<file path="config.mk">
export PLATFORM = sky130hd
export DESIGN_NAME = filter_sample_feeder
export DESIGN_NICKNAME = d
export VERILOG_FILES = /design/src/rtl/filter_sample_feeder.sv
export SDC_FILE = /design/constraint.sdc
export NUM_CORES = 1
export LEC_CHECK = 0
export ABC_CLOCK_PERIOD_IN_PS = 5670
export CAP_MARGIN = 20
export CORE_MARGIN = 4
export CORE_UTILIZATION = 57
export CTS_CLUSTER_SIZE = 12
export DETAILED_ROUTE_END_ITERATION = 8
export PLACE_DENSITY = 0.86
export REMOVE_ABC_BUFFERS = 1
export SLEW_MARGIN = 20
export SYNTH_ARGS = -nofsm -noshare
export SYNTH_HDL_FRONTEND = slang
export SYNTH_SLANG_ARGS = --single-unit
</file>
<file path="constraint.sdc">
create_clock -name clk_i -period 5.67 [get_ports clk_i]
set_input_delay 0.567 -clock clk_i [delete_from_list [all_inputs] [get_ports clk_i]]
set_output_delay 0.567 -clock clk_i [all_outputs]
set_load 0.02 [all_outputs]
</file>
<file path="src/rtl/filter_sample_feeder.sv">
// Sample feeder for the FIR filter: FIFO buffering, priming, paced single-cycle issue.
// Optional statistics counters are built when FILTER_SAMPLE_FEEDER_STATS_EN is defined.
module filter_sample_feeder #(
   parameter int Depth      = 16,
   parameter int AddrWidth  = 4,
   parameter int DataWidth  = 2,
   parameter int DivWidth   = 8,
   parameter int PrimeLevel = 8
) (
   input  logic                 clk_i,
   input  logic                 rst_ni,
   input  logic                 enable_i,
   input  logic                 flush_i,
   input  logic [DivWidth-1:0]  rate_div_i,
   input  logic                 in_valid_i,
   output logic                 in_ready_o,
   input  logic [DataWidth-1:0] in_data_i,
   output logic                 data_in_req_o,
   output logic [DataWidth-1:0] data_in_o,
   output logic [AddrWidth:0]   fill_o,
   output logic                 underrun_o,
   output logic [15:0]          issue_cnt_o,
   output logic [15:0]          underrun_cnt_o
);

   typedef enum logic [1:0] {ST_IDLE, ST_PRIME, ST_RUN} state_e;

   localparam logic [AddrWidth:0]   FILL_MAX  = (AddrWidth+1)'(Depth);
   localparam logic [AddrWidth:0]   FILL_PRIM = (AddrWidth+1)'(PrimeLevel);
   localparam logic [AddrWidth:0]   FILL_ONE  = 1;
   localparam logic [AddrWidth-1:0] PTR_ONE   = 1;
   localparam logic [DivWidth-1:0]  DIV_ONE   = 1;

   state_e                state_q, state_d;
   logic [DataWidth-1:0]  mem [Depth];
   logic [AddrWidth-1:0]  wr_ptr_q, rd_ptr_q;
   logic [AddrWidth:0]    fill_q;
   logic [DivWidth-1:0]   pace_cnt_q, pace_cnt_d;
   logic                  tick, push, pop, empty_tick;

   assign in_ready_o = (fill_q < FILL_MAX);
   assign fill_o     = fill_q;

   always_comb begin
      tick       = (state_q == ST_RUN) && enable_i && (pace_cnt_q == '0);
      push       = in_valid_i && in_ready_o && !flush_i;
      pop        = tick && (fill_q != '0) && !flush_i;
      empty_tick = tick && (fill_q == '0) && !flush_i;

      state_d = state_q;
      if (flush_i) begin
         state_d = enable_i ? ST_PRIME : ST_IDLE;
      end else if (!enable_i) begin
         state_d = ST_IDLE;
      end else begin
         unique case (state_q)
            ST_IDLE:  state_d = ST_PRIME;
            ST_PRIME: if (fill_q >= FILL_PRIM) state_d = ST_RUN;
            ST_RUN:   if (empty_tick) state_d = ST_PRIME;
            default:  state_d = ST_IDLE;
         endcase
      end

      // Counter only runs while RUN persists; any other path parks it at 0 so RUN starts with a tick.
      pace_cnt_d = '0;
      if ((state_q == ST_RUN) && (state_d == ST_RUN)) begin
         pace_cnt_d = (pace_cnt_q == '0) ? rate_div_i : (pace_cnt_q - DIV_ONE);
      end
   end

   always_ff @(posedge clk_i or negedge rst_ni) begin
      if (!rst_ni) begin
         state_q       <= ST_IDLE;
         wr_ptr_q      <= '0;
         rd_ptr_q      <= '0;
         fill_q        <= '0;
         pace_cnt_q    <= '0;
         data_in_req_o <= 1'b0;
         data_in_o     <= '0;
         underrun_o    <= 1'b0;
      end else begin
         state_q       <= state_d;
         pace_cnt_q    <= pace_cnt_d;
         data_in_req_o <= pop;
         underrun_o    <= empty_tick;
         if (pop) data_in_o <= mem[rd_ptr_q];
         if (flush_i) begin
            wr_ptr_q <= '0;
            rd_ptr_q <= '0;
            fill_q   <= '0;
         end else begin
            if (push) wr_ptr_q <= wr_ptr_q + PTR_ONE;
            if (pop)  rd_ptr_q <= rd_ptr_q + PTR_ONE;
            unique case ({push, pop})
               2'b10:   fill_q <= fill_q + FILL_ONE;
               2'b01:   fill_q <= fill_q - FILL_ONE;
               default: fill_q <= fill_q;
            endcase
         end
      end
   end

   always_ff @(posedge clk_i) begin
      if (push) mem[wr_ptr_q] <= in_data_i;
   end

`ifdef FILTER_SAMPLE_FEEDER_STATS_EN
   logic [15:0] issue_cnt_q, underrun_cnt_q;

   always_ff @(posedge clk_i or negedge rst_ni) begin
      if (!rst_ni) begin
         issue_cnt_q    <= '0;
         underrun_cnt_q <= '0;
      end else if (flush_i) begin
         issue_cnt_q    <= '0;
         underrun_cnt_q <= '0;
      end else begin
         if (data_in_req_o && (issue_cnt_q != 16'hFFFF)) issue_cnt_q <= issue_cnt_q + 16'd1;
         if (underrun_o && (underrun_cnt_q != 16'hFFFF)) underrun_cnt_q <= underrun_cnt_q + 16'd1;
      end
   end

   assign issue_cnt_o    = issue_cnt_q;
   assign underrun_cnt_o = underrun_cnt_q;
`else
   assign issue_cnt_o    = '0;
   assign underrun_cnt_o = '0;
`endif

endmodule

</file>
Yosys cells after proc, flatten, opt, wreduce, memory -nomap -nowiden
Memory sizes are Yosys's and may differ from the RTL's. A register that Yosys moved wholly into a read port is not among the register bits.
Index checks and enable logic that the tools add are counted.
- muxes and demuxes: 16
- $add $sub $neg: 5
- reduce and logical (&&, ||, !) cells: 18
- $lt $le $gt $ge: 2
- equal/unequal tests: 5
- operators with widths (cell ; count):
    two-way mux 4 bit ; 4
    two-way mux 8 bit ; 2
    one-hot mux 5 bit (2 select lines) ; 1
    logical AND 1 bit ; 9
    adder 4 x 1 -> 4 bit (second input constant) ; 2
    zero test 8 bit ; 1
    two-way mux 2 bit ; 4
    subtractor 8 x 1 -> 8 bit (second input constant) ; 1
    equality test 2 bit (second input constant) ; 3
    one-hot mux 2 bit (3 select lines) ; 1
    adder 5 x 1 -> 5 bit (second input constant) ; 1
    greater-or-equal comparator 5 x 4 -> 1 bit (second input constant) ; 1
    zero test 5 bit ; 1
    < comparator 5 bit (second input constant) ; 1
    two-way mux 5 bit ; 1
    nonzero test 5 bit ; 1
    subtractor 5 x 1 -> 5 bit (second input constant) ; 1
    equality test 2 x 1 -> 1 bit (second input constant) ; 2
    nonzero test 2 bit ; 2
    two-way mux 1 bit ; 3
    nonzero test 3 bit ; 1
    zero test 1 bit ; 2
    zero test 2 bit ; 1
- memories: 1
- flip-flop bits (word level): 25
- output and inout bits: 42
- input bits: 15
- word-level logic and storage cells: 54
- RAM bits: 32
- memories (memory ; words ; width ; read ports ; clocked after Yosys merged registers in ; wr ports ; RTL line ; source):
    mem ; 16 ; 2 ; 1 ; 1 ; 1 ; 35 ; logic [DataWidth-1:0] mem [Depth];

Depth between registers and ports, before layout
- word-level depth: 12
- depth in mapped cells: 13
- depth with buffers taken out: 12

Worst setup path before layout
Ideal clock, no wire load.
- kind: register to register
- start point: register pace_cnt_q[0]
- end point: register fill_q[4], in the netlist fill_o[4]
- stages on the path, launching flop included: 14
- arrival time: 2.534 ns
- required time: 5.588 ns
- library setup time: 0.082 ns
- path slack: 3.054 ns
- path through: dfrtp_1 > inv_1 > ha_1 > nor3b_2 > and3_1 > buf_4 > nand4_1 > inv_1 > ha_1 > nor2b_1 > o21ai_0 > nand2b_1 > or4_1 > a31oi_1
- word-level cells in the longest chain between the ends: 7
- elaborated cells between the ends (all ways): 9
- ends and longest elaborated chain (what ; RTL line ; source):
    start: declaration ; 38 ; logic [DivWidth-1:0] pace_cnt_q, pace_cnt_d;
    start signal: assignment ; 83 ; pace_cnt_q <= pace_cnt_d;
    zero test 8 bit * ; 45 ; tick = (state_q == ST_RUN) && enable_i && (pace_cnt_q == '0);
    logical AND 1 bit * ; 45 ;
    logical AND 1 bit * (2 in series) ; 47 ; pop = tick && (fill_q != '0) && !flush_i;
    equality test 2 x 1 -> 1 bit / equality test 2 bit (equally long branches) ; 94 ; unique case ({push, pop})
    one-hot mux 5 bit (2 select lines) ; 94 ;
    two-way mux 5 bit ; 87 ; if (flush_i) begin
    end signal: assignment ; 95 ; 2'b10: fill_q <= fill_q + FILL_ONE;
    end signal: assignment ; 96 ; 2'b01: fill_q <= fill_q - FILL_ONE;
    end signal: assignment ; 97 ; default: fill_q <= fill_q;
    end: declaration ; 37 ; logic [AddrWidth:0] fill_q;
Mark *: on every way between the ends. The rest lies on a longest branch, timed or not.
A chain may end at the register's enable or synchronous reset.

Worst setup path in the final report
- start point: input port flush_i
- end point: register fill_q[4], in the netlist fill_o[4]
- word-level cells in the longest chain between the ends: 5
- elaborated cells between the ends (all ways): 8
- ends and longest elaborated chain (what ; RTL line ; source):
    start: declaration ; 13 ; input logic flush_i,
    zero test 1 bit ; 46, 47 ;
    logical AND 1 bit, on equally long branches ; 47, 46 ;
    equality test 2 x 1 -> 1 bit / equality test 2 bit (equally long branches) ; 94 ;
    one-hot mux 5 bit (2 select lines) ; 94 ;
    two-way mux 5 bit ; 87 ;
Several ways; a longest one is shown, not always the timed one.

==> results.py <==
metrics = {
    "die": {
        "rows": 26,
        "io_pins": 57,
        "die_h_um": 82.08,
        "coreArea_mm2": 0.005205,
        "start_util": 0.6010,
        "die_x_um": 82.08,
        "die-area_mm2": 0.006737,
    },
    "routing": {
        "antenna_left": 0,
        "vias": 2003,
        "via_per_inst": 5.384,
        "firstDrtPassIters": 4,
        "wire_per_inst_um": 15.67,
        "totalWireLength_mm": 5.830,
        "drt-initial-drc-count": 112,
        "drc": 0,
    },
    "worst_hold_path": {
        "hold_depth": 2,
        "min_to": "data_in_o[1]",
        "hold_start": "data_in_o[1]",
        "hp-class": "reg -> reg",
    },
    "worst_setup_path": {
        "ff2ff_path_depth": 12,
        "timing.rr.end": "fill_o[4]",
        "critical_path_arrival_ns": 3.25,
        "path_class": "in -> reg",
        "crit_required_ns": 5.92,
        "cp_max_fo": 17,
        "critPathCaptureType": "flop",
        "start_kind": "primary input",
        "r2r_setup_slack_ns": 2.68,
        "r2r_start": "pace_cnt_q[0]",
    },
    "global_route": {
        "grt_overflow": 0,
        "antenna_found_initial": 0,
        "grt_max_degree": 28,
        "grt_first_pass_wirelength_mm": 9.577,
        "grt_pass1_vias": 1963,
        "track_usage": 0.1972,
    },
    "logic_synthesis": {
        "ys.flop_type": "edfxtp_1",
        "synth_cell_types": 43,
        "synth_area_leaders": "edfxtp_1 31%, dfrtp_1 22%, buf_4 7.9%",
        "ys_seq_area_frac": 0.5232,
        "ys_top_cells_by_count": "33 x buf_4, 32 x edfxtp_1, 27 x dfrtp_1, 20 x nand2_1, 20 x nor2_1",
        "ys_seq_elements": 59,
        "synth.most_common_cell": "buf_4",
        "syn_avg_cell_area_um2": 11.59,
        "async_flop_share": 0.4576,
        "synth_edf_count": 32,
        "yosysTopAreaCell": "edfxtp_1",
        "synth_warnings": 0,
        "synth_cells": 270,
        "synth_top_area_share": 0.3072,
        "syn_area_mm2": 0.003128,
    },
    "cts": {
        "h-tree-depth": 3,
        "numCtsBuffers": 9,
        "clk_latency_ns": 0.34,
        "cts_hold_buf": 0,
        "root_buffer": "clkbuf_8",
        "cts_sinks": 59,
        "path_clk_slew_ns": 0.06,
        "post-cts-setup-buffer-count": 0,
        "cts_tree": "yes",
        "cts_buffer_depth": 2,
        "cts_resized": 0,
    },
    "final_layout": {
        "syn_to_final_growth_pct": 11.60,
        "final_nets": 323,
        "layout-drive-gt1-share": 0.08609,
        "n_antenna_cell": 0,
    },
    "place": {
        "place.detailed.hpwl_mm": 4.304,
        "portBuffers": 24,
        "gp_congestion": 0.8470,
    },
    "outcome": {
        "status": "finished, final reports clean",
    },
    "timing": {
        "grt_setup_unrepaired": "no",
        "tightestPinTransition_ns": 0.6221,
        "setup_viol": 0,
        "drv_slew": 0,
        "period_share": 0.5290,
        "max-slew-margin-rel": 0.5840,
        "finClkSkew_ns": 0.007756,
        "min_period_ns": 3.000,
        "fmax_mhz": 333.4,
        "fin_setup_tns_ns": 0,
        "finalHoldViolations": 0,
    },
    "pwr": {
        "p_leak_nw": 1.422,
        "p_per_area_mw_per_mm2": 259.2,
        "peakVddDrop_v": 0.0002120,
        "finalPower_mw": 0.9047,
    },
    "run": {
        "drv_cap": 0,
    },
}
## how the worst max path moves through the flow
stage                     cells past startpoint         to  slack (ns)     startpoint
after CTS                                    12  fill_o[4]        2.68  pace_cnt_q[1]
after floorplan                              12  fill_o[4]        3.01  pace_cnt_q[0]
after global placement                       10  fill_o[4]        2.44        flush_i
final                                        10  fill_o[4]        2.67        flush_i
after global routing                         12  fill_o[4]        2.46  pace_cnt_q[1]
after detailed placement                     10  fill_o[4]        2.33        flush_i
## critical path, cell delays in order
cell and delay, ns:
clkdlybuf4s50_1 0.87, inv_1 0.28, nand4_1 0.19, inv_1 0.09
ha_1 0.32, nor2b_1 0.14, o21ai_0 0.14, nand2b_1 0.10
or4_1 0.40, a31oi_1 0.16
## metal layers
layer  up-vias  global-route usage  share of wire
li1        954                   -              -
met4         0             0.08804          0.026
met1       965              0.2537           0.43
met3        15             0.05921          0.060
met5         -                   0              0
met2        69              0.3086           0.48
## cells by family after synthesis
| logic type | Yosys count | share of synthesized area |
|---|---|---|
| AO/OA/AOI/OAI | 34 | 0.06800 |
| XOR/XNOR | 12 | 0.03360 |
| adder cells (fa/ha/maj) | 11 | 0.04640 |
| buffers and inverters | 52 | 0.1028 |
| flip-flops | 59 | 0.5232 |
| multiplexers | 10 | 0.07200 |
| other | 1 | 0.001199 |
| AND/OR/NAND/NOR | 91 | 0.1528 |
## area by class of cell
cell class	instances	area [um^2]
clock buffer	13	148.9
clock inverter	3	38.79
timing repair buffer	25	247.7
multi-input combinational	190	1286
sequential	59	1637
fill	407	1714
inverter	12	45.04
tap	70	87.58
## metrics by stage
step / cell area [um^2] / instances / hold slack (ns) / util / worst slack [ns]
global route: 3491 / 372 / 0.5174 / 0.6707 / 2.456
finish: 3491 / 372 / 0.4761 / 0.6707 / 2.670
global placement: 3303 / 356 / 0.4540 / 0.6346 / 2.439
detailed placement: 3303 / 356 / 0.4673 / 0.6346 / 2.330
floorplan: 2968 / 261 / 0.2714 / - / 3.007
CTS: 3491 / 372 / 0.4820 / 0.6707 / 2.683
## registers in the layout, indices dropped and copies added, names as in the netlist
| name | cells |
|---|---|
| mem | 32 |
| pace_cnt_q | 8 |
| fill_o | 5 |
| rd_ptr_q | 4 |
| wr_ptr_q | 4 |
| data_in_o | 2 |
| state_q | 2 |
| data_in_req_o | 1 |
| underrun_o | 1 |
## power breakdown
group	switching (mW)	total, mW	internal (mW)
sequential	0.00479	0.463	0.458
clock	0.157	0.370	0.213
combinational	0.0497	0.0724	0.0227
total	0.211	0.905	0.694
## cell usage in the layout (no fill, tap or decap), types with 2 or more instances in the layout
cell,n
clkbuf_1,3
clkbuf_8,10
xnor2_1,8
ha_1,10
dfrtp_1,27
inv_1,12
conb_1,32
a21o_1,2
nand4_1,2
o21ai_0,9
a211oi_1,6
nor2_1,20
and2_1,12
xor2_1,4
nor3_1,10
nor3b_1,2
edfxtp_1,32
a21oi_1,10
mux4_2,10
nand3_1,11
nand2_1,20
clkdlybuf4s50_1,24
nor2b_1,3
Power figures use the tool's default switching activity.
